==> config.mk <==
export PLATFORM = sky130hd
export DESIGN_NAME = apb_slv_regs
export DESIGN_NICKNAME = d
export VERILOG_FILES = /design/src/rtl/apb_slv_regs.sv
export SDC_FILE = /design/constraint.sdc
export NUM_CORES = 1
export LEC_CHECK = 0
export CORE_MARGIN = 1.5
export CORE_UTILIZATION = 55
export CTS_BUF_LIST = sky130_fd_sc_hd__clkbuf_2
export CTS_CLUSTER_SIZE = 24
export DETAILED_ROUTE_END_ITERATION = 6
export HOLD_SLACK_MARGIN = 0.08
export PLACE_DENSITY = 0.81
export SYNTH_ARGS = -nofsm -noshare
export SYNTH_HDL_FRONTEND = slang
export SYNTH_SLANG_ARGS = --single-unit
==> constraint.sdc <==
create_clock -name clk -period 2.56 [get_ports clk]
set_input_delay 0.64 -clock clk [delete_from_list [all_inputs] [get_ports clk]]
set_output_delay 0.64 -clock clk [all_outputs]
set_load 0.03 [all_outputs]
==> src/rtl/apb_slv_regs.sv <==
// APB completer with an eight-entry 32-bit register bank and a fixed number of
// wait states. Undecoded addresses and writes to the transfer counter answer with PSLVERR.
module apb_slv_regs #(
   parameter logic [31:0] BASE_ADDR = 32'hDEADCAE0,
   parameter int unsigned WAIT_CYC  = 1
) (
   input  logic        clk,
   input  logic        rst,
   input  logic        psel,
   input  logic        penable,
   input  logic [31:0] paddr,
   input  logic        pwrite,
   input  logic [31:0] pwdata,
   output logic [31:0] prdata,
   output logic        pready,
   output logic        pslverr
);

   localparam logic [3:0] WaitInit = 4'(WAIT_CYC);
   localparam logic [2:0] CntIdx   = 3'd6;

   typedef enum logic [1:0] {StIdle, StWait, StResp} state_e;

   state_e      state_q, state_d;
   logic [3:0]  wcnt_q, wcnt_d;
   logic        hit_q, hit_d;
   logic [2:0]  idx_q, idx_d;
   logic        write_q, write_d;
   logic [31:0] wdata_q, wdata_d;
   logic [31:0] rdata_q, rdata_d;
   logic        err_q, err_d;
   logic [31:0] regs_q [8];
   logic [31:0] cnt_q, cnt_d;
   logic        cnt_inc;
   logic        reg_we;
   logic        capture;
   logic        sel_hit;
   logic [2:0]  sel_idx;
   logic        sel_write;
   logic        unused_addr;

   assign unused_addr = ^paddr[1:0];

   // In IDLE the response is decoded straight from the bus so a zero-wait
   // transfer can enter RESP on the setup edge; afterwards the latched copy is used.
   always_comb begin
      sel_hit   = hit_q;
      sel_idx   = idx_q;
      sel_write = write_q;
      if (state_q == StIdle) begin
         sel_hit   = (paddr[31:5] == BASE_ADDR[31:5]);
         sel_idx   = paddr[4:2];
         sel_write = pwrite;
      end
   end

   always_comb begin
      state_d = state_q;
      wcnt_d  = wcnt_q;
      hit_d   = hit_q;
      idx_d   = idx_q;
      write_d = write_q;
      wdata_d = wdata_q;
      rdata_d = '0;
      err_d   = 1'b0;
      cnt_inc = 1'b0;
      reg_we  = 1'b0;
      capture = 1'b0;
      unique case (state_q)
         StIdle: begin
            if (psel && !penable) begin
               hit_d   = sel_hit;
               idx_d   = sel_idx;
               write_d = pwrite;
               wdata_d = pwdata;
               wcnt_d  = WaitInit;
               if (WaitInit == 4'd0) begin
                  state_d = StResp;
                  capture = 1'b1;
               end else begin
                  state_d = StWait;
               end
            end
         end
         StWait: begin
            if (!psel) begin
               state_d = StIdle;
            end else if (penable) begin
               wcnt_d = wcnt_q - 4'd1;
               if (wcnt_q == 4'd1) begin
                  state_d = StResp;
                  capture = 1'b1;
               end
            end
         end
         StResp: begin
            state_d = StIdle;
            // Commit only when the master completes the access phase; a dropped psel aborts.
            if (psel && penable && !err_q) begin
               cnt_inc = 1'b1;
               reg_we  = write_q;
            end
         end
         default: state_d = StIdle;
      endcase
      if (capture) begin
         err_d = !sel_hit || (sel_write && (sel_idx == CntIdx));
         if (!sel_hit) begin
            rdata_d = '0;
         end else if (sel_idx == CntIdx) begin
            rdata_d = cnt_q;
         end else begin
            rdata_d = regs_q[sel_idx];
         end
      end
   end

   assign cnt_d = cnt_inc ? cnt_q + 32'd1 : cnt_q;

   always_ff @(posedge clk or negedge rst) begin
      if (!rst) begin
         state_q <= StIdle;
         wcnt_q  <= '0;
         hit_q   <= 1'b0;
         idx_q   <= '0;
         write_q <= 1'b0;
         wdata_q <= '0;
         rdata_q <= '0;
         err_q   <= 1'b0;
         cnt_q   <= '0;
      end else begin
         state_q <= state_d;
         wcnt_q  <= wcnt_d;
         hit_q   <= hit_d;
         idx_q   <= idx_d;
         write_q <= write_d;
         wdata_q <= wdata_d;
         rdata_q <= rdata_d;
         err_q   <= err_d;
         cnt_q   <= cnt_d;
      end
   end

   // Entry 6 is never written: err_q blocks writes to the counter slot.
   always_ff @(posedge clk or negedge rst) begin
      if (!rst) begin
         for (int i = 0; i < 8; i++) begin
            regs_q[i] <= '0;
         end
      end else if (reg_we) begin
         regs_q[idx_q] <= wdata_q;
      end
   end

   assign pready  = (state_q == StResp);
   assign prdata  = rdata_q;
   assign pslverr = err_q;

endmodule
==> results of run 1 <==
## flip-flops by register name (all words and copies together) (netlist names)
name,cells
wdata_q,32
idx_q,3
wcnt_q,4
state_q,2
cnt_q,32
hit_q,1
pslverr,1
prdata,32
regs_q,224
write_q,1
## how the worst max path moves through the flow
stage                     from          end  depth (start not counted)
CTS                  prdata[1]    prdata[1]                          1
global route        prdata[13]   prdata[13]                          1
global placement       penable    cnt_q[29]                          8
detailed placement     penable   prdata[31]                          8
finish              prdata[11]   prdata[11]                          1
floorplan              penable  regs_q[225]                          7
## power groups by stage
| stage | Sequential, W | Clock [W] | Combinational (W) |
|---|---|---|---|
| 6_report | 0.00609 | 0.00349 | 0.00210 |
| 5_1_grt | 0.00617 | 0.00389 | 0.00226 |
| 4_1_cts | 0.00608 | 0.00360 | 0.00212 |
| 3_5_place_dp | 0.00618 | 0 | 0.00212 |
| 3_3_place_gp | 0.00616 | 0 | 0.00206 |
| 2_1_floorplan | 0.00601 | 0 | 0.00123 |
## cell usage in the layout (no fill, tap or decap), drive strengths merged, types with 6 or more instances in the layout
master,netlist,final
clkinv,0,32
nand4b,6,6
clkbuf,17,105
buf,42,72
dfrtp,332,332
nand3,15,15
mux2,387,387
o22ai,65,65
xnor2,22,22
nand4,9,9
inv,5,8
nand2,20,20
xor2,11,11
clkdlybuf4s50,0,71
nor2,19,19
nor3,37,37
dlygate4sd2,0,26
## timing repair
item	4_1_cts	5_1_grt
hold buffers	1	0
setup endpoints to repair	27	1
endpoints found under the hold margin	114	0
resized for setup	32	1
## final cells by class
class	count	area share [%]
diodes	1	0.0143
clock buffers	105	3.01
clock inverters	37	1.23
inverters	5	0.107
multi-input cells	640	34.9
flip-flops and latches	332	47.6
well taps	335	2.40
repair buffers	171	10.8
## routing by layer
layer / global-route usage, % / vias up / part of all wire (%)
met2: 39.1 / 263 / 49
met4: 8.97 / 0 / 2.5
met1: 31.2 / 4749 / 44
met5: 0 / - / 0
li1: - / 4230 / -
met3: 4.09 / 70 / 4.7
## cell families after synthesis
logic type,Yosys count
simple gates,138
buf+inv,64
compound gates,76
mux,390
flops,332
fa+ha+maj,3
xor+xnor,33
## synth_stat cells, types with 2 or more instances
cell type | instances | area (µm²)
a21oi_1 | 5 | 25.0
and2_1 | 3 | 18.8
and3_1 | 4 | 25.0
buf_2 | 19 | 95.1
buf_4 | 19 | 143
buf_6 | 3 | 33.8
clkbuf_1 | 17 | 63.8
dfrtp_1 | 332 | 8310
ha_1 | 3 | 37.5
inv_1 | 5 | 18.8
mux2_1 | 16 | 180
mux2_2 | 371 | 4180
mux2i_1 | 3 | 30.0
nand2_1 | 20 | 75.1
nand2b_1 | 4 | 25.0
nand3_1 | 14 | 70.1
nand3b_1 | 3 | 22.5
nand4_1 | 8 | 50.1
nand4b_1 | 6 | 52.6
nor2_1 | 13 | 48.8
nor2_2 | 3 | 18.8
nor2_4 | 3 | 33.8
nor2b_1 | 2 | 12.5
nor3_1 | 35 | 175
nor3_4 | 2 | 32.5
nor4_1 | 2 | 12.5
nor4_4 | 2 | 42.5
nor4b_4 | 2 | 47.6
o21ai_0 | 2 | 10.0
o22ai_1 | 65 | 407
or2_2 | 2 | 12.5
xnor2_1 | 22 | 193
xor2_1 | 11 | 96.3
## through the flow
stage          total power (W)  instance area, µm²  hold WS, ps  util [%]
6_report                0.0117               17500          270      66.7
5_1_grt                 0.0123               17500          239      66.7
4_1_cts                 0.0118               17500          203      66.6
3_5_place_dp           0.00830               16700          474      63.9
3_3_place_gp           0.00822               16700          459      63.9
2_1_floorplan          0.00724               14700          344         -
==> impl_metrics.env, run 1 <==
export IMPL_status="complete, but fails checks"
export IMPL_violations="DRC"
export IMPL_path_buf_inv=1
export IMPL_regArea_um2=8310
export IMPL_fin_cells=1626
export IMPL_hold_viol_final=0
export IMPL_synth_compound_area_share_pct=3.21
export IMPL_die_w_um=167
export IMPL_cp_top_family="buffers and inverters"
export IMPL_drtIter0Drc=569
export IMPL_place_congestion=0.778
export IMPL_place_ws_ps=-181
export IMPL_multiInputGateArea_um2=6090
export IMPL_post_cts_buffers=0
export IMPL_worstMarginPinSlew_ps=442
export IMPL_die_area_um2=27800
export IMPL_synth_top_family_by_area="multiplexers"
export IMPL_layout_min_cycle_time_ps=2480
export IMPL_r2r_setup_slack_ps=230
export IMPL_drc_errors=4
export IMPL_wl_per_cell_um=19.2
export IMPL_syn_avg_cell_area_um2=14.2
export IMPL_r2r_start="state_q[1]"
export IMPL_netlist_area_um2=14700
export IMPL_crit_path_end_kind="primary output"
export IMPL_arrival_ps=1840
export IMPL_path_max_fanout=1
export IMPL_synth_nets=1108
export IMPL_area_growth_pct=18.5
export IMPL_cts_sinks=332
export IMPL_pin_count=103
export IMPL_gr_total_overflow=0
export IMPL_synth_xor_area_share_pct=1.96
export IMPL_rsz0062_at_grt="no"
export IMPL_drive_gt1_share_pct=44.8
export IMPL_final_antenna_net_count=0
export IMPL_p_per_area_nw_per_um2=669
export IMPL_path_cells="clkdlybuf4s50_1"
export IMPL_combPwrFrac_pct=18.0
export IMPL_synth_ff_type="dfrtp_1"
export IMPL_yosysWarnings=0
export IMPL_drv_cap=0
export IMPL_grt_pass1_wl_um=52200
export IMPL_final_setup_tns_ps=0
export IMPL_h_tree_depth=3
export IMPL_routed_via_density=5.73
export IMPL_yosysSeqAreaShare_pct=56.4
export IMPL_hpwl_um=20100
export IMPL_hp_class="primary input to asynchronous set/reset pin"
export IMPL_reg2reg_depth=7
export IMPL_synth_seq_cells=332
export IMPL_switching_share_pct=30.9
export IMPL_skew_ps=71.7
export IMPL_async_flop_share_pct=100
export IMPL_path_clk_slew_ps=100
export IMPL_synthSimpleGateAreaFrac_pct=5.99
export IMPL_synth_edf_count=0
export IMPL_num_fill_cells=1872
export IMPL_dpl_cell_count=1482
export IMPL_io_buffers=100
export IMPL_cts_tree="yes"
export IMPL_vias=9312
export IMPL_rr_endpoint="prdata[12]"
export IMPL_slew_headroom_pct=70.1
export IMPL_criticalPathCategory="flop to primary output"
export IMPL_synth_adder_area_share_pct=0.255
export IMPL_drt_first_pass_iters=6
export IMPL_grt_util_all_layers_pct=23.6
export IMPL_worst_slack_ps=81.7
export IMPL_cts_root_buffer="clkbuf_2"
export IMPL_critical_path_required_ps=1920
export IMPL_rows=59
export IMPL_fmax_ghz=0.404
export IMPL_grt_pass1_vias=10100
export IMPL_layout_nets=1305
export IMPL_maxSlewViolCount=0
export IMPL_p_switching_w=0.00361
export IMPL_netlist_instances=1036
export IMPL_core_um2=26200
export IMPL_critPathLaunchType="flop"
export IMPL_initial_core_util_pct=56.2
export IMPL_critPathSlowestCell="clkdlybuf4s50_1"
export IMPL_grt_max_degree=72
export IMPL_p_int_w=0.00808
export IMPL_p_seq_share_pct=52.1
export IMPL_synthMuxAreaShare_pct=29.8
export IMPL_cts_buffers=83
export IMPL_antenna_found_initial=1
export IMPL_wl_um=31300
export IMPL_p_leak_nw=8.75
export IMPL_finalCritPeriodShare_pct=96.8
export IMPL_pwr_share_clk_pct=29.9
export IMPL_clock_latency_ps=900
export IMPL_clockBufferDepth=3
export IMPL_vdd_ir_drop_max_mv=0.427
export IMPL_synth_distinct_cells=48
export IMPL_finalSetupViolCount=0
export IMPL_cp_slowest_stage_delay_ps=660
export IMPL_die_h_um=167
No activity file was read; power rests on OpenSTA's default activity.
==> run 2: changes to the inputs <==
Settings changed: CORE_ASPECT_RATIO set to 0.75.
==> run 2 against run 1 <==
Effect of this change:
- clock power shrank 10%
- worst setup slack better by 73 ps
- combinational power fell by 6%
- sequential cell count did not move
- maximum frequency rose by 3.0%
- global-route usage increased by 0.15 points
- via count down 2.0%
- critical path depth up 1
- the flow now finishes without violations
- critical path type unchanged
==> impl_metrics.env, run 2 (synthesized netlist as in run 1, its figures left out) <==
export IMPL_rr_endpoint="prdata[11]"
export IMPL_wl_per_cell_um=19.1
export IMPL_final_core_util_pct=65.9
export IMPL_drv_cap=0
export IMPL_maxSlewViolCount=0
export IMPL_grt_util_all_layers_pct=23.7
export IMPL_p_leak_nw=8.68
export IMPL_vias=9130
export IMPL_arrival_ps=1770
export IMPL_io_buffers=100
export IMPL_layout_min_cycle_time_ps=2410
export IMPL_hpwl_um=19900
export IMPL_path_cells="and2b_1 > buf_2"
export IMPL_drc_errors=0
export IMPL_pin_count=103
export IMPL_switching_share_pct=31.1
export IMPL_cts_buffers=80
export IMPL_critical_path_required_ps=1920
export IMPL_finalSetupViolCount=0
export IMPL_place_congestion=0.785
export IMPL_clock_latency_ps=890
export IMPL_die_area_um2=27800
export IMPL_top_register="regs_q"
export IMPL_power_w=0.0112
export IMPL_area_growth_pct=17.0
export IMPL_p_switching_w=0.00349
export IMPL_critPathLaunchType="flop"
export IMPL_n_antenna_cell=0
export IMPL_rows=51
export IMPL_cts_root_buffer="clkbuf_2"
export IMPL_final_antenna_net_count=0
export IMPL_hold_viol_final=0
export IMPL_die_h_um=145
export IMPL_path_max_fanout=6
export IMPL_combPwrFrac_pct=17.6
export IMPL_drive_gt1_share_pct=44.2
export IMPL_vdd_ir_drop_max_mv=0.440
export IMPL_wl_um=30900
export IMPL_status="complete, no violations"
export IMPL_p_int_w=0.00773
export IMPL_criticalPathCategory="flop to primary output"
export IMPL_r2r_setup_slack_ps=260
export IMPL_grt_pass1_wl_um=51200
export IMPL_p_seq_share_pct=54.5
export IMPL_h_tree_depth=3
export IMPL_worstMarginPinSlew_ps=528
export IMPL_drt_first_pass_iters=4
export IMPL_fin_cells=1616
export IMPL_grt_pass1_vias=9790
export IMPL_initial_core_util_pct=56.3
export IMPL_layout_nets=1292
export IMPL_critPathSlowestCell="dfrtp_2"
export IMPL_core_um2=26200
export IMPL_layout_commonest_cell="mux2_2"
export IMPL_largest_register_ff_count=224
export IMPL_reg2reg_depth=7
export IMPL_cts_sinks=332
export IMPL_final_setup_tns_ps=0
export IMPL_path_clk_slew_ps=110
export IMPL_hp_class="primary input to asynchronous set/reset pin"
export IMPL_post_cts_buffers=0
export IMPL_gr_total_overflow=0
export IMPL_skew_ps=62.6
export IMPL_p_per_area_nw_per_um2=650
export IMPL_clockBufferDepth=3
export IMPL_pwr_share_clk_pct=27.9
export IMPL_routed_via_density=5.65
export IMPL_timing_hold_ws_ps=307
export IMPL_cp_slowest_stage_delay_ps=470
export IMPL_rsz0062_at_grt="no"
export IMPL_slew_headroom_pct=64.8
export IMPL_fmax_ghz=0.416
export IMPL_cts_tree="yes"
export IMPL_drtIter0Drc=410
export IMPL_final_cell_mix="mux2_2 (371), dfrtp_1 (331), clkbuf_2 (105)"
export IMPL_die_w_um=192
export IMPL_grt_max_degree=63
export IMPL_dpl_cell_count=1481
export IMPL_r2r_start="state_q[1]"
export IMPL_antenna_found_initial=0
export IMPL_crit_path_end_kind="primary output"
export IMPL_finalCritPeriodShare_pct=94.0
-- run 2: cell types whose count changed in the layout (fill, tap and decap cells not counted), sizes merged --
cell           before  now
bufinv              2    0
dlymetal6s2s        1    3
dlygate4sd2        26   30
clkinv             32   26
buf                72   62
clkdlybuf4s50      71   65
diode               1    0
-- run 2: worst max path at each step --
stage | endpoint | start
finish | pready | state_q[0]
global route | pready | state_q[0]
CTS | prdata[15] | prdata[15]
detailed placement | regs_q[227] | penable
global placement | regs_q[236] | penable
floorplan | regs_q[225] | penable
-- run 2: repair_timing --
item | CTS | global route
setup endpoints to repair | 31 | 3
endpoints found under the hold margin | 74 | 0
resized for setup | 36 | 3
hold buffers | 1 | 0
-- run 2: final cells by class --
class	count	area, µm²
clock inverters	29	110
clock buffers	105	526
inverters	5	18.8
repair buffers	161	1760
multi-input cells	640	6090
fillers	1951	8920
well taps	344	430
flip-flops and latches	332	8310
-- run 2: layer usage --
layer / track usage, % / vias up / routed length [µm]
met3: 4.87 / 49 / 1360
li1: - / 4205 / -
met1: 32.7 / 4676 / 14500
met2: 38.2 / 200 / 14500
met5: 0 / - / 0
met4: 7.18 / 0 / 466
-- run 2: critical path, delay by kind of cell (launching register included) --
kind,cells,cell delay [ps]
buf+inv,1,210
flops,1,470
simple gates,1,240
-- run 2: power by group through the flow --
stage	clock [W]	combinational [W]	sequential, W
global route	0.00350	0.00215	0.00618
floorplan	0	0.00123	0.00601
CTS	0.00323	0.00199	0.00610
finish	0.00313	0.00198	0.00611
detailed placement	0	0.00199	0.00620
global placement	0	0.00194	0.00616
-- run 2: stage by stage --
step,setup slack [ps],area (µm²)
after detailed placement,-151,16600
after global placement,-112,16600
after CTS,1.61,17200
after global routing,26.0,17200
after floorplan,417,14700
final,155,17200
==> run 3: changes to the inputs <==
Settings changed: CORE_ASPECT_RATIO 0.75 to 0.7, SLEW_MARGIN set to 25.
==> run 3 against run 2 <==
Effect of this change:
- die area is essentially flat
- global-route usage increased by 0.92 points
- design area up 0.36%
- sequential power is essentially flat
- sequential cell count did not move
- clock power increased by 6%
- sequential share of layout area is 0.17 points lower
- maximum frequency is 2.4% lower
- final cell count is 1.2% higher
- first-iteration DRC count increased by 2.4%
- utilization is 0.67 points higher
- critical path depth decreased by 1
- critical path type unchanged
- critical endpoint is now prdata[28]
==> impl_metrics.env, run 3 (synthesized netlist as in run 1, its figures left out) <==
export IMPL_area_growth_pct=17.4
export IMPL_maxSlewViolCount=0
export IMPL_r2r_setup_slack_ps=100
export IMPL_drtIter0Drc=420
export IMPL_post_cts_buffers=0
export IMPL_clock_latency_ps=890
export IMPL_fin_cells=1636
export IMPL_vias=9341
export IMPL_critical_path_required_ps=1920
export IMPL_layout_nets=1298
export IMPL_cts_sinks=332
export IMPL_num_fill_cells=1941
export IMPL_wl_um=32300
export IMPL_grt_pass1_vias=10100
export IMPL_cts_buffers=78
export IMPL_finalCritPeriodShare_pct=96.2
export IMPL_die_h_um=140
export IMPL_crit_path_end_kind="primary output"
export IMPL_rsz0062_at_grt="no"
export IMPL_vdd_ir_drop_max_mv=0.408
export IMPL_n_antenna_cell=0
export IMPL_dpl_cell_area_um2=16700
export IMPL_skew_ps=88.6
export IMPL_rows=49
export IMPL_reg2reg_depth=8
export IMPL_worstMarginPinSlew_ps=531
export IMPL_critPathSlowestCell="clkdlybuf4s50_1"
export IMPL_place_ws_ps=-322
export IMPL_initial_core_util_pct=56.7
export IMPL_rr_endpoint="prdata[17]"
export IMPL_cp_top_family="buffers and inverters"
export IMPL_place_congestion=0.794
export IMPL_cts_tree="yes"
export IMPL_arrival_ps=1820
export IMPL_slew_headroom_pct=64.1
export IMPL_layout_commonest_cell="mux2_2"
export IMPL_drc_errors=0
export IMPL_io_buffers=100
export IMPL_die_w_um=199
export IMPL_layout_min_cycle_time_ps=2460
export IMPL_hpwl_um=21200
export IMPL_wl_per_cell_um=19.7
export IMPL_dpl_cell_count=1502
export IMPL_top_register="regs_q"
export IMPL_path_buf_inv=1
export IMPL_status="complete, no violations"
export IMPL_path_max_fanout=1
export IMPL_cts_root_buffer="clkbuf_2"
export IMPL_final_setup_tns_ps=0
export IMPL_cp_slowest_stage_delay_ps=670
export IMPL_r2r_start="state_q[1]"
export IMPL_path_cells="clkdlybuf4s50_1"
export IMPL_hold_viol_final=0
export IMPL_fmax_ghz=0.406
export IMPL_h_tree_depth=3
export IMPL_hp_class="primary input to asynchronous set/reset pin"
export IMPL_grt_util_all_layers_pct=24.6
export IMPL_routed_via_density=5.71
export IMPL_drt_first_pass_iters=5
export IMPL_critPathLaunchType="flop"
export IMPL_worst_slack_ps=96.6
export IMPL_final_area_um2=17300
export IMPL_finalSetupViolCount=0
export IMPL_criticalPathCategory="flop to primary output"
export IMPL_largest_register_ff_count=224
export IMPL_gr_total_overflow=0
export IMPL_path_clk_slew_ps=110
export IMPL_antenna_found_initial=0
export IMPL_drive_gt1_share_pct=45.3
export IMPL_grt_max_degree=73
export IMPL_final_cell_mix="mux2_2 (371), dfrtp_1 (330), clkbuf_2 (111)"
export IMPL_pin_count=103
export IMPL_die_area_um2=27800
export IMPL_p_per_area_nw_per_um2=661
export IMPL_grt_pass1_wl_um=53600
export IMPL_clockBufferDepth=3
export IMPL_core_um2=26000
export IMPL_p_leak_nw=8.68
export IMPL_final_antenna_net_count=0
export IMPL_drv_cap=0
run 3: worst max-delay path by stage:
| stage | start | to | slack (ps) | depth (start not counted) |
|---|---|---|---|---|
| 2_1_floorplan | penable | regs_q[225] | 420 | 7 |
| 3_3_place_gp | penable | prdata[17] | -220 | 7 |
| 3_5_place_dp | penable | prdata[17] | -320 | 7 |
| 4_1_cts | prdata[28] | prdata[28] | 10 | 1 |
| 5_1_grt | prdata[28] | prdata[28] | 1 | 1 |
| 6_report | prdata[28] | prdata[28] | 100 | 1 |
run 3: area by class of cell:
| class | count | area, µm² | share of cell area (%) |
|---|---|---|---|
| flip-flops and latches | 332 | 8310 | 48.0 |
| repair buffers | 169 | 1770 | 10.2 |
| well taps | 357 | 447 | 2.58 |
| clock buffers | 111 | 556 | 3.21 |
| multi-input cells | 640 | 6090 | 35.2 |
| inverters | 5 | 18.8 | 0.108 |
| clock inverters | 22 | 116 | 0.672 |
run 3: metrics by stage:
step	total power, W	hold slack, ps	util (%)
2_1_floorplan	0.00724	344	-
3_3_place_gp	0.00812	464	64.1
3_5_place_dp	0.00820	468	64.1
4_1_cts	0.0115	228	66.6
5_1_grt	0.0120	254	66.6
6_report	0.0114	285	66.6
run 3: timing repair:
action,4_1_cts,5_1_grt
hold buffers,1,0
resized for setup,37,1
endpoints found under the setup margin,32,1
endpoints found under the hold margin,59,0
run 3: worst reg2reg max path, stage by stage, from the launching register on:
cell and delay [ps]:
dfrtp_2 490, nor2_2 230, buf_4 180, mux2i_1 450
or2_1 300, buf_12 220, o22ai_1 90, nor3_1 300
buf_4 180
run 3: where the power goes:
part | switching, W | total, W | internal, W
logic | 0.000984 | 0.00201 | 0.00103
clock network | 0.00205 | 0.00331 | 0.00126
registers | 0.000512 | 0.00611 | 0.00560
total | 0.00355 | 0.0114 | 0.00788
run 3: routing by layer:
metal  share of wire [%]  track usage, %  vias to the layer above
met2                  45            36.8                      265
met1                  48            35.9                     4817
li1                    -               -                     4214
met5                   0               0                        -
met4                 1.8            8.65                        0
met3                 5.1            5.03                       45
==> variant 1, RTL diff (flow settings as in run 2) <==
Re-encode `state_e` (3 states) as one-hot, 3 bits wide.
--- a/src/rtl/apb_slv_regs.sv
+++ b/src/rtl/apb_slv_regs.sv
@@ -19,7 +19,7 @@
    localparam logic [3:0] WaitInit = 4'(WAIT_CYC);
    localparam logic [2:0] CntIdx   = 3'd6;
 
-   typedef enum logic [1:0] {StIdle, StWait, StResp} state_e;
+   typedef enum logic [2:0] {StIdle = 3'b001, StWait = 3'b010, StResp = 3'b100} state_e;
 
    state_e      state_q, state_d;
    logic [3:0]  wcnt_q, wcnt_d;
Check against the original RTL: no difference found for any inputs over 4 cycles, from zero or initial values and one cycle with rst low; so few cycles prove little.
==> variant 1 against run 2 <==
- the flow now finishes with violations (setup timing)
- wire length rose by 10%
- register-to-register slack worse by 200 ps
- sequential cell count grew 1
- synthesized area rose by 0.59%
- worst setup slack worse by 180 ps
- final area grew 1.5%
- die area increased by 0.57%
- total power decreased by 8.1%
- largest power group unchanged
==> variant 1: results (changes against run 2) <==
First-pass GRT wire length - 55000 um (+7.4%)
Number of DRC markers in iteration 0 - 578 (+41%)
Worst Tran Pin Value - 688 ps (+159 ps)
Final wirelength - 34000 um (+10%)
Routed vias/inst - 5.76 (+2.0%)
Crit Path Max Fanout - 5 (-1)
DPL Wire Length - 22200 um (+12%)
Synth top area cells - dfrtp_1 (56%), mux2_2 (24%), a2111oi_2 (3.1%), nand2_1 (2.8%), and3_1 (1.6%)
Initial antenna violation count - 1 (+1)
Clock Root Buffer - clkbuf_2
Post-synth top cells - dfrtp_1 (332), mux2_2 (312), nand2_1 (111), and3_1 (38), a21oi_1 (33)
Leak - 0.00869 uW (+0.11%)
Num CTS Buffers - 79 (-1.3%)
GPL Wtd Cong - 0.782 (-0.36%)
Crit-path max cell delay - 450 ps (-20 ps)
Endpoints failing setup - 1 (+1)
Setup slack on the worst flop-to-flop path - 60 ps (-200 ps)
Cell variety after synth - 50 (+4.2%)
WHS - 256 ps (-50.6 ps)
Seq/Total Area, Yosys - 0.562 (-0.00151)
Max IR drop VDD - 367 uV (-17%)
Fraction of layout cells with a size suffix above 1 - 0.421 (-0.0208)
Fin nets - 1366 (+5.7%)
Post-synthesis async set-or-reset flop share - 1.00 (unchanged)
Worst slack, placed - -428 ps (-277 ps)
Placed cell area - 0.0168 mm2 (+1.2%)
CTS H-Tree Depth - 3 (unchanged)
Worst Skew - 72.6 ps (+9.96 ps)
Worst Setup Slack, final - -22.1 ps (-177 ps)
Failing checks - setup timing
Critical path arrival - 1940 ps (+170 ps)
Status - finished, violations left
Mapped Nets - 1172 (+5.8%)
Vias in the first global route - 10238 (+4.6%)
Largest net degree at the start of global routing - 68 (+7.9%)
GRT Util Overall - 0.252 (+0.0151)
Slowest CP cell - or3b_4
-- variant 1: cell count changes in the layout (fill, tap and decap cells not counted), sizes merged, moves of 32 or more --
cell,change
nand2,+91
mux2,-60
o22ai,-33
nor3,-32
and3,+34
a2111oi,+32
-- variant 1: path summary, 6_finish.rpt --
kind                            start          end  cells past startpoint
setup / recovery           state_q[2]       pready                      3
hold / removal                    rst   wdata_q[1]                      2
setup reg to reg           state_q[1]   prdata[25]                      8
hold reg to reg              cnt_q[7]     cnt_q[7]                      1
max in group asynchronous         rst   regs_q[72]                      3
min in group clk           pwdata[22]  wdata_q[22]                      2
-- variant 1: cell type report --
type / count / area [um2]
clock inverter: 13 / 52.6
antenna: 1 / 2.50
tap: 344 / 430
inverter: 6 / 25.0
multi-input combinational: 697 / 6260
clock buffer: 116 / 581
fill: 1905 / 8720
timing repair buffer: 177 / 1820
sequential: 333 / 8340
-- variant 1: per-layer routing --
layer,global-route usage,part of all wire
met5,0,0
met2,0.380,0.46
met3,0.0544,0.058
met1,0.366,0.47
met4,0.0767,0.014
-- variant 1: worst max-delay path, delay by kind of cell (launching register included) --
| kind | cells | cell delay [ps] |
|---|---|---|
| buffers and inverters | 2 | 220 |
| AND/OR/NAND/NOR | 1 | 450 |
| flip-flops | 1 | 430 |
-- variant 1: power breakdown --
group	switching [uW]	total, uW	internal [uW]	leakage [uW]
Sequential	316	5720	5400	0.00456
Combinational	768	1380	607	0.00363
Clock	2030	3210	1180	0.000506
-- variant 1: cells by family (layout without fill, tap and decap cells) --
| kind of cell | Yosys count | in the layout | synth area share |
|---|---|---|---|
| AOI/OAI and AO/OA | 108 | 108 | 0.0621 |
| xor gates and xnor gates | 33 | 33 | 0.0195 |
| adders and majority gates | 3 | 3 | 0.00253 |
| buffers and inverters | 70 | 312 | 0.0229 |
| DFF | 333 | 333 | 0.562 |
| muxes | 329 | 329 | 0.250 |
| other | 0 | 1 | 0 |
| and+or+nand+nor | 224 | 224 | 0.0807 |
-- variant 1: timing repair --
| item | 4_1_cts | 5_1_grt |
|---|---|---|
| setup endpoints to repair | 29 | 16 |
| hold buffers | 1 | 0 |
| resized for setup | 38 | 7 |
| endpoints found under the hold margin | 289 | 0 |
| setup buffers | 1 | 4 |
-- variant 1: metrics by stage --
stage	instances	utilization	TNS [ps]
2_1_floorplan	1100	-	0
3_3_place_gp	1551	0.642	-28430
3_5_place_dp	1551	0.642	-31670
4_1_cts	1682	0.666	-98.3
5_1_grt	1687	0.667	-125
6_report	1687	0.667	-22.1
==> variant 2, RTL diff (flow settings as in run 2) <==
Made on the original files. Make the reset (`rst`) synchronous in 2 clocked blocks.
--- a/src/rtl/apb_slv_regs.sv
+++ b/src/rtl/apb_slv_regs.sv
@@ -117,7 +117,7 @@
 
    assign cnt_d = cnt_inc ? cnt_q + 32'd1 : cnt_q;
 
-   always_ff @(posedge clk or negedge rst) begin
+   always_ff @(posedge clk) begin
       if (!rst) begin
          state_q <= StIdle;
          wcnt_q  <= '0;
@@ -142,7 +142,7 @@
    end
 
    // Entry 6 is never written: err_q blocks writes to the counter slot.
-   always_ff @(posedge clk or negedge rst) begin
+   always_ff @(posedge clk) begin
       if (!rst) begin
          for (int i = 0; i < 8; i++) begin
             regs_q[i] <= '0;
Formal check against the unedited RTL: differs if rst is asserted again (counterexample within 4 cycles, from zero or initial values and one cycle with rst low); with rst held inactive, the same outputs for 4 cycles.
==> variant 2 against run 2 <==
- wire length is 15% higher
- worst setup slack worse by 46 ps
- synthesized area is 2.2% lower
- final area is 0.15% lower
- hold slack worse by 50 ps
- sequential cell count stayed put
- non-clock buffer count is 15 higher
- critical path type unchanged
- largest cell class unchanged
- highest routed layer unchanged
Power is not compared: it rests on default switching activity, and its combinational part moved more than twofold at a synthesized area within 25%.
==> variant 2: results (changes against run 2) <==
Routed wl met3 - 3000 um (+120%)
Slowest CP cell - clkdlybuf4s50_1
DPL Wire Length - 22100 um (+11%)
Mapped Nets - 1326 (+20%)
Placed cell area - 0.0165 mm2 (-1.1%)
Setup slack on the worst flop-to-flop path - 290 ps (+30 ps)
Num CTS Buffers - 78 (-2.5%)
Largest net degree at the start of global routing - 47 (-25%)
Placed Cells - 1694 (+14%)
Status - finished clean
CP startpoint - prdata[29]
Met2 Usage GRT - 0.425 (+0.0434)
M1 WL - 14700 um (+0.99%)
Non-filler instance count after layout - 1839 (+14%)
Worst hold path type - input pin to flip-flop
Number of enable flip-flop cells after synthesis - 224 (+224)
Routed vias/inst - 5.61 (-0.62%)
Seq/Total Area, Yosys - 0.617 (+0.0530)
Max_slew headroom - 0.623 (-0.0250)
Layout filler cell count - 1913 (-1.9%)
Final wirelength - 35500 um (+15%)
Clk_lat worst skew - 930 ps (+40 ps)
First-pass GRT wire length - 55000 um (+7.5%)
Critical path arrival - 1810 ps (+40 ps)
Synth Flop Type - edfxtp_1
Post-synth top cells - nand2_1 (233), and2_1 (226), edfxtp_1 (224), dfxtp_1 (108), mux2i_1 (71)
WHS - 257 ps (-50.3 ps)
DRT Pass-1 Iters - 5 (+1)
Worst Skew - 82.0 ps (+19.4 ps)
Initial antenna violation count - 1 (+1)
Global Route met3 Usage - 0.0595 (+0.0108)
Number of DRC markers in iteration 0 - 998 (+140%)
Worst slack, placed - -193 ps (-42.6 ps)
Post_cts resized - 33 (-8.3%)
[variant 2: cells by family (layout without fill, tap and decap cells)]
kind of cell | Yosys count | count (layout) | share of synthesized area
adders and majority gates | 3 | 3 | 0.00260
AOI/OAI and AO/OA | 123 | 123 | 0.0604
DFF | 332 | 332 | 0.617
other | 0 | 1 | 0
buffers and inverters | 85 | 325 | 0.0272
muxes | 73 | 73 | 0.0510
xor gates and xnor gates | 23 | 23 | 0.0140
and+or+nand+nor | 615 | 615 | 0.228
[variant 2: area by class of cell]
class | instances | area [um2] | area share
antenna | 1 | 2.50 | 0.000145
clock buffer | 123 | 616 | 0.0358
clock inverter | 21 | 168 | 0.00974
inverter | 5 | 18.8 | 0.00109
multi-input combinational | 837 | 5250 | 0.305
sequential | 332 | 8890 | 0.516
tap | 344 | 430 | 0.0250
timing repair buffer | 176 | 1840 | 0.107
